**src/rtl/twos_comp_seq.sv**
```systemverilog
// Multi-cycle two's-complement unit: pass / negate / abs on a WIDTH-bit operand,
// processed CHUNK bits per cycle with a registered carry between chunks.
module twos_comp_seq #(
  parameter int WIDTH = 49,
  parameter int CHUNK = 8
) (
  input  logic             clk,
  input  logic             rst_n,
  input  logic             in_valid,
  output logic             in_ready,
  input  logic [WIDTH-1:0] in_data,
  input  logic [1:0]       in_mode,
  output logic             out_valid,
  input  logic             out_ready,
  output logic [WIDTH-1:0] out_data,
  output logic             out_ovf,
  output logic             out_zero,
  output logic             out_sign
);

  localparam int NCHUNK = (WIDTH + CHUNK - 1) / CHUNK;
  localparam int PW     = NCHUNK * CHUNK;
  localparam int CW     = (NCHUNK > 1) ? $clog2(NCHUNK) : 1;
  localparam logic [CW-1:0] LAST = CW'(NCHUNK - 1);

  typedef enum logic [1:0] {IDLE, BUSY, DONE} state_t;

  state_t          state_q, state_d;
  logic [PW-1:0]   op_q, op_d;
  logic [PW-1:0]   res_q, res_d;
  logic [CW-1:0]   cnt_q, cnt_d;
  logic            carry_q, carry_d;
  logic            inv_q, inv_d;
  logic            sign_q, sign_d;

  logic [CHUNK-1:0] x;
  logic [CHUNK:0]   sum;
  logic [PW-1:0]    res_shift;
  logic [PW-1:0]    op_shift;

  // Operand is zero-padded to a whole number of chunks and consumed from the
  // bottom; results shift in from the top so chunk i lands at [i*CHUNK +: CHUNK].
  // Padding bits only ever reach result bits above WIDTH, which are dropped.
  assign x   = op_q[CHUNK-1:0] ^ {CHUNK{inv_q}};
  assign sum = {1'b0, x} + {{CHUNK{1'b0}}, carry_q};

  generate
    if (NCHUNK == 1) begin : g_single
      assign res_shift = sum[CHUNK-1:0];
      assign op_shift  = '0;
    end else begin : g_multi
      assign res_shift = {sum[CHUNK-1:0], res_q[PW-1:CHUNK]};
      assign op_shift  = {{CHUNK{1'b0}}, op_q[PW-1:CHUNK]};
    end
  endgenerate

  always_ff @(posedge clk or negedge rst_n) begin
    if (!rst_n) begin
      state_q <= IDLE;
      op_q    <= '0;
      res_q   <= '0;
      cnt_q   <= '0;
      carry_q <= 1'b0;
      inv_q   <= 1'b0;
      sign_q  <= 1'b0;
    end else begin
      state_q <= state_d;
      op_q    <= op_d;
      res_q   <= res_d;
      cnt_q   <= cnt_d;
      carry_q <= carry_d;
      inv_q   <= inv_d;
      sign_q  <= sign_d;
    end
  end

  always_comb begin
    state_d   = state_q;
    op_d      = op_q;
    res_d     = res_q;
    cnt_d     = cnt_q;
    carry_d   = carry_q;
    inv_d     = inv_q;
    sign_d    = sign_q;
    in_ready  = 1'b0;
    out_valid = 1'b0;
    case (state_q)
      IDLE: begin
        in_ready = 1'b1;
        if (in_valid) begin
          op_d    = PW'(in_data);
          sign_d  = in_data[WIDTH-1];
          inv_d   = (in_mode == 2'b01) | ((in_mode == 2'b10) & in_data[WIDTH-1]);
          carry_d = inv_d;
          cnt_d   = '0;
          state_d = BUSY;
        end
      end
      BUSY: begin
        res_d   = res_shift;
        op_d    = op_shift;
        carry_d = sum[CHUNK];
        cnt_d   = cnt_q + 1'b1;
        if (cnt_q == LAST) state_d = DONE;
      end
      DONE: begin
        out_valid = 1'b1;
        if (out_ready) state_d = IDLE;
      end
      default: state_d = IDLE;
    endcase
  end

  // Result flags are only presented while the result itself is valid.
  assign out_data = (state_q == DONE) ? res_q[WIDTH-1:0] : '0;
  assign out_sign = (state_q == DONE) & res_q[WIDTH-1];
  assign out_zero = (state_q == DONE) & (res_q[WIDTH-1:0] == '0);
  assign out_ovf  = (state_q == DONE) & inv_q & sign_q & res_q[WIDTH-1];

endmodule

```
**config.mk**
```make
export PLATFORM = sky130hd
export DESIGN_NAME = twos_comp_seq
export DESIGN_NICKNAME = d
export VERILOG_FILES = /design/src/rtl/twos_comp_seq.sv
export SDC_FILE = /design/constraint.sdc
export NUM_CORES = 1
export LEC_CHECK = 0
export CORE_UTILIZATION = 55
export CTS_CLUSTER_DIAMETER = 80
export DETAILED_ROUTE_END_ITERATION = 6
export PLACE_DENSITY = 0.85
export SYNTH_ARGS = -nofsm -noshare
export SYNTH_HDL_FRONTEND = slang
export SYNTH_SLANG_ARGS = --single-unit
```
**constraint.sdc**
```tcl
create_clock -name clk -period 5.38 [get_ports clk]
set_input_delay 1.076 -clock clk [delete_from_list [all_inputs] [get_ports clk]]
set_output_delay 1.076 -clock clk [all_outputs]
set_load 0.005 [all_outputs]
```
==> flow_metrics.env, run 1 <==
export IMPL_r2r_slack_ps=3030
export IMPL_synthToLayoutAreaGrowth_pct=33.0
export IMPL_synth_cell_types=35
export IMPL_pwr_share_seq=0.392
export IMPL_synthCells=643
export IMPL_synth_top_area_frac=0.533
export IMPL_power_leakage_uw=0.00328
export IMPL_num_rows=35
export IMPL_maxSlewViolCount=0
export IMPL_p_sw_uw=1620
export IMPL_synth_edf_count=0
export IMPL_wire_per_inst_um=15.7
export IMPL_min_period_ps=3550
export IMPL_antenna_found_initial=0
export IMPL_grt_max_degree=92
export IMPL_fin_crit_sh=0.661
export IMPL_cp_start_kind="flip-flop"
export IMPL_p_int_uw=2550
export IMPL_clk_pin_slew_ps=50
export IMPL_die_area_mm2=0.0100
export IMPL_power_share_clock=0.279
export IMPL_crit_required_ps=4300
export IMPL_yosys_area_top_type="dfrtp_1"
export IMPL_r2r_start="inv_q$_DFFE_PN0P_"
export IMPL_gr_total_overflow=0
export IMPL_post_cts_buffers=0
export IMPL_syn_area_per_cell_um2=8.25
export IMPL_crit_type="flip-flop to output pin"
export IMPL_drive_gt1_frac=0.0591
export IMPL_synthFlopType="dfrtp_1"
export IMPL_power_density_mw_per_mm2=591
export IMPL_synthTopCellsByCount="nand2_1, dfrtp_1, and2_1, nor2_1, a31oi_1"
export IMPL_drc_errors=0
export IMPL_via_per_inst=5.59
export IMPL_tns_ps=0
export IMPL_maxCapViolCount=0
export IMPL_grt_pass1_vias=4619
export IMPL_reg2reg_depth=7
export IMPL_peakVddDrop_v=0.000308
export IMPL_yosysSeqAreaShare=0.533
export IMPL_start_util=0.571
export IMPL_core_area_mm2=0.00928
export IMPL_max_freq_mhz=281
export IMPL_die_w_um=100
export IMPL_crit_fanout=52
export IMPL_diodes=0
export IMPL_finalHoldViolCount=0
export IMPL_port_buffers=108
export IMPL_min_to="res_q[47]$_DFFE_PN0N_"
export IMPL_firstDrtPassIters=5
export IMPL_clock_path_buffers=2
export IMPL_fp_dieH_um=100
export IMPL_worstHoldPathCells=2
export IMPL_detailed_place_hpwl_um=8760
export IMPL_gp_congestion=0.827
export IMPL_synth_warnings=0
export IMPL_yosys_top_cells_area="dfrtp_1, nand2_1, and2_1"
export IMPL_insertion_delay_ps=520
export IMPL_arrival_ps=2480
export IMPL_endpoint_kind="output pin"
export IMPL_cts_buffers=17
export IMPL_cts_tree="yes"
export IMPL_utilization=0.760
export IMPL_power_uw=4170
export IMPL_setup_violations=0
export IMPL_nNetsFinal=792
export IMPL_hold_class="flip-flop to flip-flop"
export IMPL_r2r_end="res_q[54]$_DFFE_PN0N_"
export IMPL_hp_start="res_q[55]$_DFFE_PN0N_"
export IMPL_cts_resized_gates=0
export IMPL_drt_iter0_markers=332
export IMPL_vias=4883
export IMPL_max_slew_margin=0.372
export IMPL_final_setup_skew_ps=8.23
export IMPL_grt_usage=0.296
export IMPL_drt_wl_total_um=13700
export IMPL_async_flop_share=1.00
export IMPL_status="completed"
export IMPL_synth_most_common_cell="nand2_1"
export IMPL_cts_sinks=113
export IMPL_cts_root_buf="clkbuf_8"
export IMPL_tightest_slew_ps=941
export IMPL_switching_share=0.388
export IMPL_hold_buffers=0
export IMPL_syn_nets=702
export IMPL_cts_max_level=4
export IMPL_io_pin_count=109
export IMPL_synth_seq_cells=113
export IMPL_antenna_left=0
export IMPL_pwr_share_comb=0.329
export IMPL_rsz0062_at_grt="no"
export IMPL_grt_pass1_wl_um=22700
export IMPL_netlist_area_mm2=0.00530
## power groups by stage
stage,logic (uW),clock network [uW],registers (uW)
final,1370,1170,1640
after global routing,1550,1210,1680
after global placement,1270,0,1590
after floorplan,1040,0,1480
after CTS,1370,1170,1620
after detailed placement,1330,0,1630
## per-layer routing
metal | global-route usage | wire length, um | vias to the layer above
met3 | 0.0585 | 817 | 40
met4 | 0.142 | 442 | 0
met5 | 0 | 0 | -
li1 | - | - | 2266
met1 | 0.360 | 5300 | 2347
met2 | 0.506 | 7180 | 230
## cells in the final DEF (no fill, tap or decap), types with 3 or more instances in the layout
cell / netlist / routed
nor2_1: 49 / 49
dfrtp_1: 113 / 113
nand4_1: 3 / 3
xor2_1: 5 / 5
or3_1: 3 / 3
o21ai_0: 4 / 4
clkdlybuf4s50_1: 0 / 107
a31oi_1: 44 / 44
buf_4: 1 / 7
clkinvlp_4: 0 / 3
nand3_1: 12 / 12
nand2b_1: 5 / 4
a21oi_1: 7 / 7
inv_1: 4 / 4
clkbuf_16: 0 / 16
nor4_1: 12 / 12
o21ai_1: 5 / 5
clkinv_2: 0 / 3
ha_1: 4 / 4
nand2_1: 261 / 261
bufinv_16: 0 / 4
and2_1: 49 / 49
clkbuf_8: 0 / 4
## state kept, by name, summed over array words and instances, names as in the netlist
name     flops
carry_q      1
cnt_q        3
inv_q        1
op_q        49
res_q       56
sign_q       1
state_q      2
## per-stage QoR
step / std cells / hold slack [ps] / cell area (um2) / setup slack [ps]
finish: 874 / 474 / 7050 / 1830
global route: 874 / 501 / 7050 / 1680
CTS: 874 / 472 / 7050 / 1830
detailed placement: 843 / 461 / 6440 / 2400
global placement: 843 / 453 / 6440 / 2430
floorplan: 643 / 438 / 5300 / 3210
## worst max path at each step
stage / from / to / slack (ps)
finish: state_q[1]$_DFFE_PN0P_ / out_zero / 1830
global route: state_q[1]$_DFFE_PN0P_ / out_zero / 1680
CTS: state_q[1]$_DFFE_PN0P_ / out_zero / 1830
detailed placement: state_q[1]$_DFFE_PN0P_ / out_zero / 2400
global placement: state_q[1]$_DFFE_PN0P_ / out_zero / 2430
floorplan: state_q[1]$_DFFE_PN0P_ / out_data[39] / 3210
## layout make-up
cell class	instances	area (um2)
Timing Repair Buffer	114	1120
Fill cell	624	2230
Tap cell	129	161
Sequential cell	113	2830
Multi-Input combinational cell	483	2310
Clock inverter	10	158
Inverter	4	15.0
Clock buffer	21	459
## logic make-up after synthesis
logic type                 share of synthesized area
AOI/OAI and AO/OA                             0.0793
xor gates and xnor gates                      0.0116
buffers and inverters                         0.0356
and+or+nand+nor                                0.331
DFF                                            0.533
adders and majority gates                    0.00944
## critical path: stages (launching register included)
cell and delay, ps:
dfrtp_1 470, nor2b_2 190, buf_4 360, nand3_1 130, nor4_1 240, clkdlybuf4s50_1 560
Power figures use the tool's default switching activity.
==> run 2: changes to the inputs <==
Settings changed: CORE_UTILIZATION 55 to 46, PLACE_DENSITY 0.85 to 0.76.
Clock period 5.38 ns to 3.2 ns, I/O delays scaled along.
==> run 2 against run 1 <==
  * Core utilization fell by 12 points
  * Combinational power rose by 65%
  * Final area rose by 0.35%
  * Sequential share of layout area fell by 0.14 points
  * Highest routed layer unchanged
  * Critical endpoint is now out_data[10]
  * Via count fell by 2.5%
  * Largest cell class unchanged
==> flow_metrics.env, run 2 (synthesis gave the netlist of run 1 again) <==
export IMPL_min_period_ps=2850
export IMPL_nNetsFinal=797
export IMPL_multi_input_area_mm2=0.00231
export IMPL_utilization=0.642
export IMPL_maxSlewViolCount=0
export IMPL_critical_path_buf_inv_count=2
export IMPL_regMostFlops="res_q"
export IMPL_fp_dieH_um=109
export IMPL_drc_errors=0
export IMPL_largest_reg_flops=56
export IMPL_crit_type="flip-flop to output pin"
export IMPL_diodes=0
export IMPL_power_density_mw_per_mm2=963
export IMPL_synthToLayoutAreaGrowth_pct=33.5
export IMPL_status="completed"
export IMPL_crit_fanout=20
export IMPL_endpoint_kind="output pin"
export IMPL_detailed_place_hpwl_um=8940
export IMPL_setup_ws_ps=351
export IMPL_place_ws_ps=567
export IMPL_io_pin_count=109
export IMPL_dp_cells=859
export IMPL_grt_pass1_wl_um=21400
export IMPL_antenna_found_initial=0
export IMPL_cts_max_level=4
export IMPL_max_slew_margin=0.513
export IMPL_hold_buffers=0
export IMPL_grt_max_degree=61
export IMPL_pwr_share_comb=0.332
export IMPL_via_per_inst=5.34
export IMPL_tightest_slew_ps=731
export IMPL_fin_cells=891
export IMPL_rsz0062_at_grt="no"
export IMPL_clock_path_buffers=2
export IMPL_drt_iter0_markers=296
export IMPL_met3_usage=0.0379
export IMPL_cts_buffers=17
export IMPL_vias=4761
export IMPL_firstDrtPassIters=5
export IMPL_max_freq_mhz=351
export IMPL_finalHoldWorstSlack_ps=288
export IMPL_die_area_mm2=0.0120
export IMPL_cp_start_kind="flip-flop"
export IMPL_antenna_left=0
export IMPL_drive_gt1_frac=0.0679
export IMPL_die_w_um=109
export IMPL_reg_top3="res_q: 56 flops, op_q: 49 flops, cnt_q: 3 flops"
export IMPL_insertion_delay_ps=400
export IMPL_ff_latch_area_mm2=0.00283
export IMPL_core_area_mm2=0.0110
export IMPL_mostFrequentLayoutCell="nand2_1"
export IMPL_gr_usage_met2=0.398
export IMPL_start_util=0.481
export IMPL_drt_wl_total_um=13100
export IMPL_clk_pin_slew_ps=60
export IMPL_switching_share=0.397
export IMPL_arrival_ps=2210
export IMPL_final_setup_skew_ps=7.61
export IMPL_fillers=920
export IMPL_power_share_clock=0.261
export IMPL_mostFrequentLayoutCells="nand2_1, dfrtp_1, clkdlybuf4s50_1, and2_1, nor2_1"
export IMPL_grt_usage=0.234
export IMPL_grt_util_met1=0.297
export IMPL_r2r_slack_ps=840
export IMPL_path_cells="nor2b_4 > buf_4 > and2_1 > clkdlybuf4s50_1"
export IMPL_gp_congestion=0.837
export IMPL_wire_per_inst_um=14.7
export IMPL_peakVddDrop_v=0.000418
export IMPL_cts_root_buf="clkbuf_16"
export IMPL_maxCapViolCount=0
export IMPL_crit_family="buffers and inverters"
export IMPL_crit_slowest_cell="clkdlybuf4s50_1"
export IMPL_setup_violations=0
export IMPL_grt_busiest_layer="met2"
export IMPL_crit_required_ps=2560
export IMPL_fin_crit_sh=0.890
export IMPL_finalHoldViolCount=0
export IMPL_cts_sinks=113
export IMPL_grt_pass1_vias=4481
export IMPL_pwr_share_seq=0.407
export IMPL_tns_ps=0
export IMPL_hold_class="input port to async pin"
export IMPL_num_rows=38
export IMPL_cts_tree="yes"
export IMPL_worst_path_largest_cell_delay_ps=500
export IMPL_p_int_uw=4110
export IMPL_power_leakage_uw=0.00329
export IMPL_gr_total_overflow=0
export IMPL_port_buffers=108
export IMPL_p_sw_uw=2710
-- run 2: through the flow --
step	total power, uW	area, um2
final	6820	7080
after global routing	7320	7080
after CTS	6860	7070
after detailed placement	5010	6500
after global placement	4890	6500
after floorplan	4250	5300
-- run 2: path summary, 6_finish.rpt --
kind	start	to	cells after the start
max reg2reg	inv_q$_DFFE_PN0P_	res_q[54]$_DFFE_PN0N_	7
min reg2reg	res_q[55]$_DFFE_PN0N_	res_q[47]$_DFFE_PN0N_	2
max in group asynchronous	rst_n	op_q[7]$_DFFE_PN0P_	2
min in group clk	res_q[55]$_DFFE_PN0N_	res_q[47]$_DFFE_PN0N_	2
min	rst_n	res_q[20]$_DFFE_PN0N_	1
max	state_q[1]$_DFFE_PN0P_	out_data[10]	4
-- run 2: area by class of cell --
| type | count | area share |
|---|---|---|
| clock buffer | 18 | 0.0620 |
| clock inverter | 14 | 0.0189 |
| inverter | 4 | 0.00212 |
| multi-input combinational | 483 | 0.327 |
| sequential | 113 | 0.400 |
| tap | 140 | 0.0247 |
| timing repair buffer | 119 | 0.166 |
-- run 2: metal layers --
| layer | routed length (um) | share of wire |
|---|---|---|
| met4 | 297 | 0.023 |
| met1 | 5390 | 0.41 |
| met2 | 6580 | 0.50 |
| met3 | 783 | 0.060 |
| met5 | 0 | 0 |
-- run 2: power by group through the flow --
stage	Combinational (uW)	Sequential [uW]	Clock (uW)
after floorplan	1750	2490	0
after global placement	2140	2750	0
after detailed placement	2240	2770	0
after CTS	2290	2760	1800
after global routing	2590	2860	1870
final	2260	2770	1780
-- run 2: timing repair --
| item | in CTS | in global routing |
|---|---|---|
| buffers inserted | 0 | 0 |
| endpoints found under the setup margin | 0 | 28 |
| gates resized for setup | 0 | 1 |
